`src/rtl/jstk_reader.sv`:
```
// PmodJSTK poller: periodic 5-byte SPI mode-0 exchange on ck.
// Reduces each 10-bit axis to its top nibble and returns button states.
module jstk_reader #(
    parameter int DIV     = 40,
    parameter int SS_WAIT = 800,
    parameter int GAP     = 400,
    parameter int POLL    = 1600000,
    parameter bit INV_Y   = 1'b0
) (
    input  logic       ck,
    input  logic       on,
    input  logic       miso,
    input  logic [1:0] led,
    output logic       ss,
    output logic       sclk,
    output logic       mosi,
    output logic [3:0] x_joy,
    output logic [3:0] y_joy,
    output logic [2:0] btn,
    output logic       valid,
    output logic       busy
);

    localparam int CM1  = (DIV > GAP) ? DIV : GAP;
    localparam int CMAX = (SS_WAIT > CM1) ? SS_WAIT : CM1;
    localparam int CW   = $clog2(CMAX + 1);
    localparam int PW   = $clog2(POLL + 1);

    localparam logic [CW-1:0] DIV_LAST  = CW'(DIV - 1);
    localparam logic [CW-1:0] WAIT_LAST = CW'(SS_WAIT - 1);
    localparam logic [CW-1:0] GAP_LAST  = CW'(GAP - 1);
    localparam logic [PW-1:0] POLL_LAST = PW'(POLL - 1);

    typedef enum logic [2:0] {
        S_IDLE,
        S_SETUP,
        S_SHIFT,
        S_GAP,
        S_DONE
    } state_t;

    state_t        state_q;
    logic [PW-1:0] poll_q;
    logic [PW-1:0] poll_d;
    logic          start;
    logic [CW-1:0] cnt_q;
    logic [2:0]    bit_q;
    logic [2:0]    idx_q;
    logic [7:0]    tx_q;
    logic [7:0]    rx_q;
    logic [7:0]    rx_d;
    logic [1:0]    xlo_q;
    logic [1:0]    xhi_q;
    logic [1:0]    ylo_q;
    logic [1:0]    yhi_q;
    logic [2:0]    braw_q;
    logic          ss_q;
    logic          sclk_q;
    logic          mosi_q;
    logic          valid_q;
    logic          busy_q;
    logic [3:0]    x_q;
    logic [3:0]    y_q;
    logic [2:0]    btn_q;

    always_comb begin
        start  = (poll_q == POLL_LAST);
        poll_d = start ? '0 : poll_q + 1'b1;
        rx_d   = {rx_q[6:0], miso};
    end

    always_ff @(posedge ck) begin
        if (!on) begin
            poll_q <= '0;
        end else begin
            poll_q <= poll_d;
        end
    end

    always_ff @(posedge ck) begin
        if (!on) begin
            state_q <= S_IDLE;
            cnt_q   <= '0;
            bit_q   <= '0;
            idx_q   <= '0;
            tx_q    <= '0;
            rx_q    <= '0;
            xlo_q   <= '0;
            xhi_q   <= '0;
            ylo_q   <= '0;
            yhi_q   <= '0;
            braw_q  <= '0;
            ss_q    <= 1'b1;
            sclk_q  <= 1'b0;
            mosi_q  <= 1'b0;
            valid_q <= 1'b0;
            busy_q  <= 1'b0;
            x_q     <= 4'd8;
            y_q     <= 4'd8;
            btn_q   <= '0;
        end else begin
            valid_q <= 1'b0;
            unique case (state_q)
                S_IDLE: begin
                    ss_q   <= 1'b1;
                    sclk_q <= 1'b0;
                    if (start) begin
                        state_q <= S_SETUP;
                        ss_q    <= 1'b0;
                        busy_q  <= 1'b1;
                        idx_q   <= '0;
                        cnt_q   <= '0;
                        tx_q    <= {6'b100000, led};
                        mosi_q  <= 1'b1;
                    end
                end
                S_SETUP: begin
                    mosi_q <= tx_q[7];
                    // leaving SETUP is itself the first rising SCLK edge
                    if (cnt_q == WAIT_LAST) begin
                        state_q <= S_SHIFT;
                        sclk_q  <= 1'b1;
                        rx_q    <= rx_d;
                        cnt_q   <= '0;
                        bit_q   <= '0;
                    end else begin
                        cnt_q <= cnt_q + 1'b1;
                    end
                end
                S_SHIFT: begin
                    if (cnt_q == DIV_LAST) begin
                        cnt_q  <= '0;
                        sclk_q <= ~sclk_q;
                        if (!sclk_q) begin
                            rx_q <= rx_d;
                        end else begin
                            tx_q   <= {tx_q[6:0], 1'b0};
                            mosi_q <= tx_q[6];
                            bit_q  <= bit_q + 1'b1;
                            if (bit_q == 3'd7) begin
                                unique case (1'b1)
                                    (idx_q == 3'd0): xlo_q  <= rx_q[7:6];
                                    (idx_q == 3'd1): xhi_q  <= rx_q[1:0];
                                    (idx_q == 3'd2): ylo_q  <= rx_q[7:6];
                                    (idx_q == 3'd3): yhi_q  <= rx_q[1:0];
                                    default:         braw_q <= rx_q[2:0];
                                endcase
                                state_q <= (idx_q == 3'd4) ? S_DONE : S_GAP;
                            end
                        end
                    end else begin
                        cnt_q <= cnt_q + 1'b1;
                    end
                end
                S_GAP: begin
                    if (cnt_q == GAP_LAST) begin
                        state_q <= S_SHIFT;
                        sclk_q  <= 1'b1;
                        rx_q    <= rx_d;
                        cnt_q   <= '0;
                        bit_q   <= '0;
                        idx_q   <= idx_q + 1'b1;
                        tx_q    <= 8'h00;
                        mosi_q  <= 1'b0;
                    end else begin
                        cnt_q <= cnt_q + 1'b1;
                    end
                end
                S_DONE: begin
                    x_q     <= {xhi_q, xlo_q};
                    y_q     <= INV_Y ? ~{yhi_q, ylo_q} : {yhi_q, ylo_q};
                    btn_q   <= braw_q;
                    valid_q <= 1'b1;
                    ss_q    <= 1'b1;
                    busy_q  <= 1'b0;
                    state_q <= S_IDLE;
                end
                default: state_q <= S_IDLE;
            endcase
        end
    end

    assign ss    = ss_q;
    assign sclk  = sclk_q;
    assign mosi  = mosi_q;
    assign x_joy = x_q;
    assign y_joy = y_q;
    assign btn   = btn_q;
    assign valid = valid_q;
    assign busy  = busy_q;

endmodule

```
`config.mk`:
```
export PLATFORM = sky130hd
export DESIGN_NAME = jstk_reader
export DESIGN_NICKNAME = d
export VERILOG_FILES = /design/src/rtl/jstk_reader.sv
export SDC_FILE = /design/constraint.sdc
export NUM_CORES = 1
export LEC_CHECK = 0
export BUFFER_PORTS_ARGS = -buffer_cell sky130_fd_sc_hd__buf_2
export CAP_MARGIN = 25
export CORE_MARGIN = 2
export CORE_UTILIZATION = 29
export CTS_CLUSTER_DIAMETER = 200
export DETAILED_ROUTE_END_ITERATION = 12
export GPL_TIMING_DRIVEN = 0
export PLACE_DENSITY_LB_ADDON = 0.08
export SYNTH_ARGS = -nofsm -noshare
export SYNTH_HDL_FRONTEND = slang
export SYNTH_SLANG_ARGS = --single-unit
```
`constraint.sdc`:
```
create_clock -name ck -period 5.7 [get_ports ck]
set_input_delay 0.855 -clock ck [delete_from_list [all_inputs] [get_ports ck]]
set_output_delay 0.855 -clock ck [all_outputs]
set_load 0.01 [all_outputs]
```
Word level (Yosys, flattened, before mapping):

Index checks and enable logic that the tools add are counted.

* register bits: 83
* bits in latches: 0
* RAM bits: 0
* ROM bits: 0
* output and inout bits: 16
* logic and storage cells: 114
* memories: 0

* $add $sub $neg: 4
* multipliers: 0
* div/mod/pow operators: 0
* $lt $le $gt $ge: 0
* equal/unequal tests: 20
* shift operators: 0
* mux-type cells: 44
* bitwise operators: 3
* reductions and logical operators: 23

Operators with widths (count)
* 8-bit two-way mux: 8
* 8-bit case mux with 3 select lines: 2
* 5-bit AND reduction: 9
* 10-bit two-way mux: 4
* 10-bit case mux with 4 select lines: 1
* 3-bit two-way mux: 13
* 21-bit by 1-bit adder with 21-bit output, second input constant: 1
* 21-bit equality test, second input constant: 1
* 2-bit inequality test, second input constant: 7
* 3-bit by 2-bit equality test with 1-bit output, second input constant: 4
* 3-bit case mux with 4 select lines: 1
* 10-bit by 1-bit adder with 10-bit output, second input constant: 1
* 10-bit equality test, second input constant: 1
* 10-bit by 6-bit equality test with 1-bit output, second input constant: 1
* 10-bit by 9-bit equality test with 1-bit output, second input constant: 1
* 3-bit equality test, second input constant: 3
* 1-bit two-way mux: 9
* 3-bit case mux with 3 select lines: 1
* 1-bit case mux with 4 select lines: 2
* 3-bit by 1-bit adder with 3-bit output, second input constant: 2
* 3-bit by 1-bit equality test with 1-bit output, second input constant: 2
* 3-bit logical NOT: 2
* 3-bit case mux with 2 select lines: 1
* 6-bit AND reduction: 1
* 10 further kinds: 16

Logic depth before layout (Yosys ltp):

* depth after elaboration: 6
* depth in mapped cells: 7
* gate-level depth less buffers: 7

Least setup slack after synthesis:

OpenSTA, ideal clock, no wires.

* path kind: reg2reg
* start point: register cnt_q[3]
* end point: register tx_q[7]
* library setup time: 0.059 ns
* data arrival time: 1.879 ns
* required time: 5.641 ns
* slack: 3.762 ns
* stages on the path, launching flop included: 7
* path buffers: 1
* clock period less this slack: 1.938 ns
* cell sequence: dfxtp_1 > buf_6 > or4b_4 > o22ai_4 > o2111ai_2 > a21oi_4 > o221a_2

* longest elaborated chain between the ends: 3

Ends and longest elaborated chain
* start, declared: RTL line 46 `logic [CW-1:0] cnt_q;`
* start signal, assigned: RTL line 127 `cnt_q <= cnt_q + 1'b1;`
* start signal, assigned: RTL line 152 `cnt_q <= cnt_q + 1'b1;`
* start signal, assigned: RTL line 166 `cnt_q <= cnt_q + 1'b1;`
* 10-bit by 9-bit equality test with 1-bit output / 10-bit by 6-bit equality test with 1-bit output (equally long branches): RTL line 156, 131
* 2-bit inequality test (no source line)
* 5-bit AND reduction (no source line) (*)
* end signal, assigned: RTL line 113 `tx_q <= {6'b100000, led};`
* end signal, assigned: RTL line 137 `tx_q <= {tx_q[6:0], 1'b0};`
* end, declared: RTL line 49 `logic [7:0] tx_q;`

Mark *: on every way between the ends. The rest lies on a longest branch, timed or not.
A chain may end at the register's enable or synchronous reset.

Final worst setup path:

* start point: register state_q[1]
* end point: register cnt_q[4]

* longest elaborated chain between the ends: 3

Ends and longest elaborated chain
* start, declared: RTL line 42 `state_t state_q;`
* start signal, assigned: RTL line 148 `state_q <= (idx_q == 3'd4) ? S_DONE : S_GAP;`
* 3-bit by 2-bit equality test with 1-bit output, or another cell as far along: RTL line 103 `unique case (state_q)`
* 4-bit nonzero test (no source line) / 2-bit inequality test (equally long branches)
* 2-bit AND reduction (no source line)

Parallel ways exist; a longest one is shown, timed or not.

==> impl_metrics.prom <==
# TYPE chip_impl_metric gauge
chip_impl_info{name="outcome",value="completed"} 1
chip_impl_info{name="timing.hold.worst.class",value="reg -> reg"} 1
chip_impl_info{name="layout.cells.most_common_list",value="83 x dfxtp_1, 56 x nand2_1, 47 x nor2_1, 35 x a21oi_1, 33 x nand3_1"} 1
chip_impl_metric{name="core_area",unit="sq um"} 13400
chip_impl_metric{name="hpwl",unit="um"} 7780
chip_impl_metric{name="power.static_leakage",unit="uW"} 0.00162
chip_impl_metric{name="die_y",unit="um"} 122
chip_impl_metric{name="final-max-slew-violation-count",unit=""} 0
chip_impl_metric{name="cts_inserted_buffers",unit=""} 9
chip_impl_metric{name="post_synth_fa_ha_maj_area_fraction",unit="%"} 2.81
chip_impl_metric{name="ys_ff_latch",unit=""} 83
chip_impl_metric{name="drive_above_1_share",unit="%"} 13.5
chip_impl_metric{name="netSwitchingPower",unit="uW"} 289
chip_impl_metric{name="synth_compound_area_share",unit="%"} 14.8
chip_impl_info{name="synth.largest_area_cell",value="dfxtp_1"} 1
chip_impl_info{name="yosys-top-cells-area",value="dfxtp_1 41%, nand2_1 5.2%, mux2i_1 4.5%"} 1
chip_impl_metric{name="synth_fp_nets",unit=""} 477
chip_impl_metric{name="detailroute.via_count",unit=""} 3368
chip_impl_info{name="cp-start-kind",value="flip-flop"} 1
chip_impl_metric{name="routed_wl",unit="um"} 10900
chip_impl_metric{name="viasPerCell",unit=""} 5.01
chip_impl_metric{name="ys_async_sr_fraction",unit="%"} 0
chip_impl_info{name="setup.worst_path.class",value="reg -> reg"} 1
chip_impl_metric{name="grt_pass1_vias",unit=""} 3358
chip_impl_metric{name="combPwrFrac",unit="%"} 5.9
chip_impl_info{name="synthFlopType",value="dfxtp_1"} 1
chip_impl_metric{name="fp.dieArea",unit="sq um"} 14800
chip_impl_info{name="unrepaired_setup_endpoints_after_global_routing",value="false"} 1
chip_impl_metric{name="cts_buffer_depth",unit=""} 2
chip_impl_metric{name="track_usage",unit="%"} 15.7
chip_impl_metric{name="numPortBuffers",unit=""} 19
chip_impl_metric{name="drt_iter0_drc",unit=""} 223
chip_impl_metric{name="pwr_density_cell",unit="nW/um^2"} 269
chip_impl_metric{name="synthDistinctLibCells",unit=""} 66
chip_impl_metric{name="proportion_of_netlist_area_held_by_the_largest_area_contributor",unit="%"} 41.4
chip_impl_metric{name="io_pins",unit=""} 21
chip_impl_metric{name="post-route-period-util",unit="%"} 44.3
chip_impl_metric{name="final_net_count",unit=""} 507
chip_impl_metric{name="fp-row-count",unit=""} 42
chip_impl_info{name="tritoncts",value="built"} 1
chip_impl_metric{name="start_util",unit="%"} 29.9
chip_impl_metric{name="maxCapViolCount",unit=""} 0
chip_impl_metric{name="post-layout-total-power",unit="uW"} 1240
chip_impl_metric{name="pwr-share-clk",unit="%"} 46.3
chip_impl_metric{name="clock_insertion_delay_worst_skew",unit="ns"} 0.34
chip_impl_info{name="synth_top_family_by_area",value="simple AND/OR/NAND/NOR gates"} 1
chip_impl_metric{name="grt_first_pass_wirelength",unit="um"} 17800
chip_impl_metric{name="fraction_of_synthesized_cell_area_in_xor_and_xnor_cells",unit="%"} 3.93
chip_impl_metric{name="syn-mean-instance-area",unit="sq um"} 8.66
chip_impl_metric{name="drt_pass1_iterations",unit=""} 4
chip_impl_metric{name="timing.slew.headroom",unit="%"} 24.5
chip_impl_metric{name="sw_frac_of_total",unit="%"} 23.3
chip_impl_metric{name="max_freq",unit="MHz"} 396
chip_impl_metric{name="cts_setup_buffers",unit=""} 0
chip_impl_metric{name="intPower",unit="uW"} 950
chip_impl_metric{name="mux_contribution_to_synthesized_area",unit="%"} 4.49
chip_impl_metric{name="setup_total_negative_slack",unit="ns"} 0
chip_impl_metric{name="fin_worst_skew",unit="ns"} 0.00664
chip_impl_metric{name="die_x",unit="um"} 122
chip_impl_metric{name="cts.repair.resized",unit=""} 0
chip_impl_metric{name="route.detailed.wl_per_inst",unit="um"} 16.3
chip_impl_metric{name="synth_edf_count",unit=""} 0
chip_impl_metric{name="ant_nets",unit=""} 0
chip_impl_metric{name="setup_failing_eps_final",unit=""} 0
chip_impl_metric{name="cp.arrival",unit="ns"} 2.75
chip_impl_metric{name="layout.filler_cells",unit=""} 1419
chip_impl_metric{name="final_period_minus_worst_setup_slack",unit="ns"} 2.52
chip_impl_metric{name="worst-slew-pin-transition",unit="ns"} 1.12
chip_impl_metric{name="place.gp.congestion",unit=""} 0.776
chip_impl_metric{name="synth.yosys.warnings",unit=""} 0
chip_impl_metric{name="vdd_ir_drop_max",unit="uV"} 157
chip_impl_info{name="layout.cells.most_common",value="dfxtp_1"} 1
chip_impl_metric{name="antenna_cells_inserted",unit=""} 0
chip_impl_metric{name="worstPathMaxFanout",unit=""} 10
chip_impl_metric{name="syn-instance-count",unit=""} 463
chip_impl_metric{name="antenna_violations_before_repair",unit=""} 0
chip_impl_metric{name="synthesis.area",unit="sq um"} 4010
chip_impl_metric{name="cts-hold-fix-buffers",unit=""} 0
chip_impl_metric{name="htree_levels",unit=""} 3
chip_impl_metric{name="hold_viol_final",unit=""} 0
chip_impl_metric{name="post_synth_and_or_nand_nor_area_fraction",unit="%"} 26.6
chip_impl_metric{name="p_seq_share",unit="%"} 47.7
chip_impl_info{name="ctsRootBufferMaster",value="clkbuf_16"} 1
chip_impl_info{name="cp-end-kind",value="flip-flop"} 1
chip_impl_metric{name="worstPathRequired",unit="ns"} 5.93
chip_impl_metric{name="global_route.overflow_total",unit=""} 0
chip_impl_metric{name="grt_max_degree",unit=""} 13
chip_impl_metric{name="clk_pin_slew_worst_paths",unit="ns"} 0.06
chip_impl_metric{name="clock_sinks",unit=""} 83
chip_impl_metric{name="ys_seq_area_share",unit="%"} 41.4
chip_impl_metric{name="area.growth.synth_to_final",unit="%"} 14.9
chip_impl_metric{name="route.detailed.drc",unit=""} 0
-- cells by family (layout without fill, tap and decap cells) --
group,count (synthesis),after routing
buffers and inverters,39,72
AO/OA/AOI/OAI,91,91
XOR/XNOR,18,18
multiplexers,18,18
AND/OR/NAND/NOR,205,205
adder cells (fa/ha/maj),9,9
flip-flops,83,83
-- layout make-up --
type | instances | area (sq um) | share of cell area, %
clock buffer | 11 | 243 | 5.27
timing repair buffer | 19 | 95.1 | 2.06
multi-input combinational | 341 | 2110 | 45.8
buffer | 28 | 195 | 4.23
sequential | 83 | 1660 | 36.0
tap | 176 | 220 | 4.78
clock inverter | 3 | 40.0 | 0.869
inverter | 11 | 41.3 | 0.896
-- cells in the mapped netlist, drive strengths merged, types with 4 or more instances --
master / n
dfxtp: 83
nand2: 56
nor2: 47
a21oi: 37
nand3: 33
clkbuf: 19
mux2i: 18
o21ai: 18
nand4: 17
inv: 11
xnor2: 10
ha: 9
nor3: 9
buf: 8
xor2: 8
o22ai: 7
and3: 5
nor4: 5
a211oi: 4
and2: 4
nand2b: 4
or3: 4
-- path summary, 6_finish.rpt --
check / cells past startpoint / start / end / slack [ns]
setup / recovery: 6 / state_q[1] / cnt_q[4] / 3.18
hold / removal: 2 / y_joy[2] / y_joy[2] / 0.45
setup reg to reg: 6 / state_q[1] / cnt_q[4] / 3.18
hold reg to reg: 2 / y_joy[2] / y_joy[2] / 0.45
-- sequential cells by signal, summed over array words and instances, names as in the netlist, 4 cells and up --
register  count
rx_q          8
y_joy         4
tx_q          8
cnt_q        10
poll_q       21
x_joy         4
-- stage by stage --
stage	area, sq um	utilization [%]	hold slack [ns]	setup slack [ns]	std cells
floorplan	4010	-	0.418	3.76	463
global placement	4330	32.3	0.433	3.23	658
detailed placement	4330	32.3	0.439	3.22	658
CTS	4610	34.4	0.456	3.20	672
global route	4610	34.4	0.471	2.88	672
finish	4610	34.4	0.455	3.18	672
-- power groups by stage --
stage / Sequential [uW] / Combinational (uW) / Clock [uW]
5_1_grt: 592 / 80.7 / 617
3_5_place_dp: 604 / 73.2 / 0
2_1_floorplan: 602 / 47.5 / 0
6_report: 591 / 73.6 / 574
4_1_cts: 591 / 73.7 / 595
3_3_place_gp: 604 / 72.9 / 0
-- critical path, stage by stage, from the launching register on --
cell and delay, ns:
dfxtp_1 0.34, clkbuf_8 0.17, nor2_1 0.43, or2_2 0.25
a21boi_0 0.89, o21bai_1 0.17, o311a_1 0.15
-- routing by layer --
metal	routed length (um)	global-route usage, %	up-vias
li1	-	-	1715
met5	0	0	-
met4	91	4.17	0
met3	432	4.78	6
met2	4880	24.3	46
met1	5530	21.5	1601
Power figures use the tool's default switching activity.
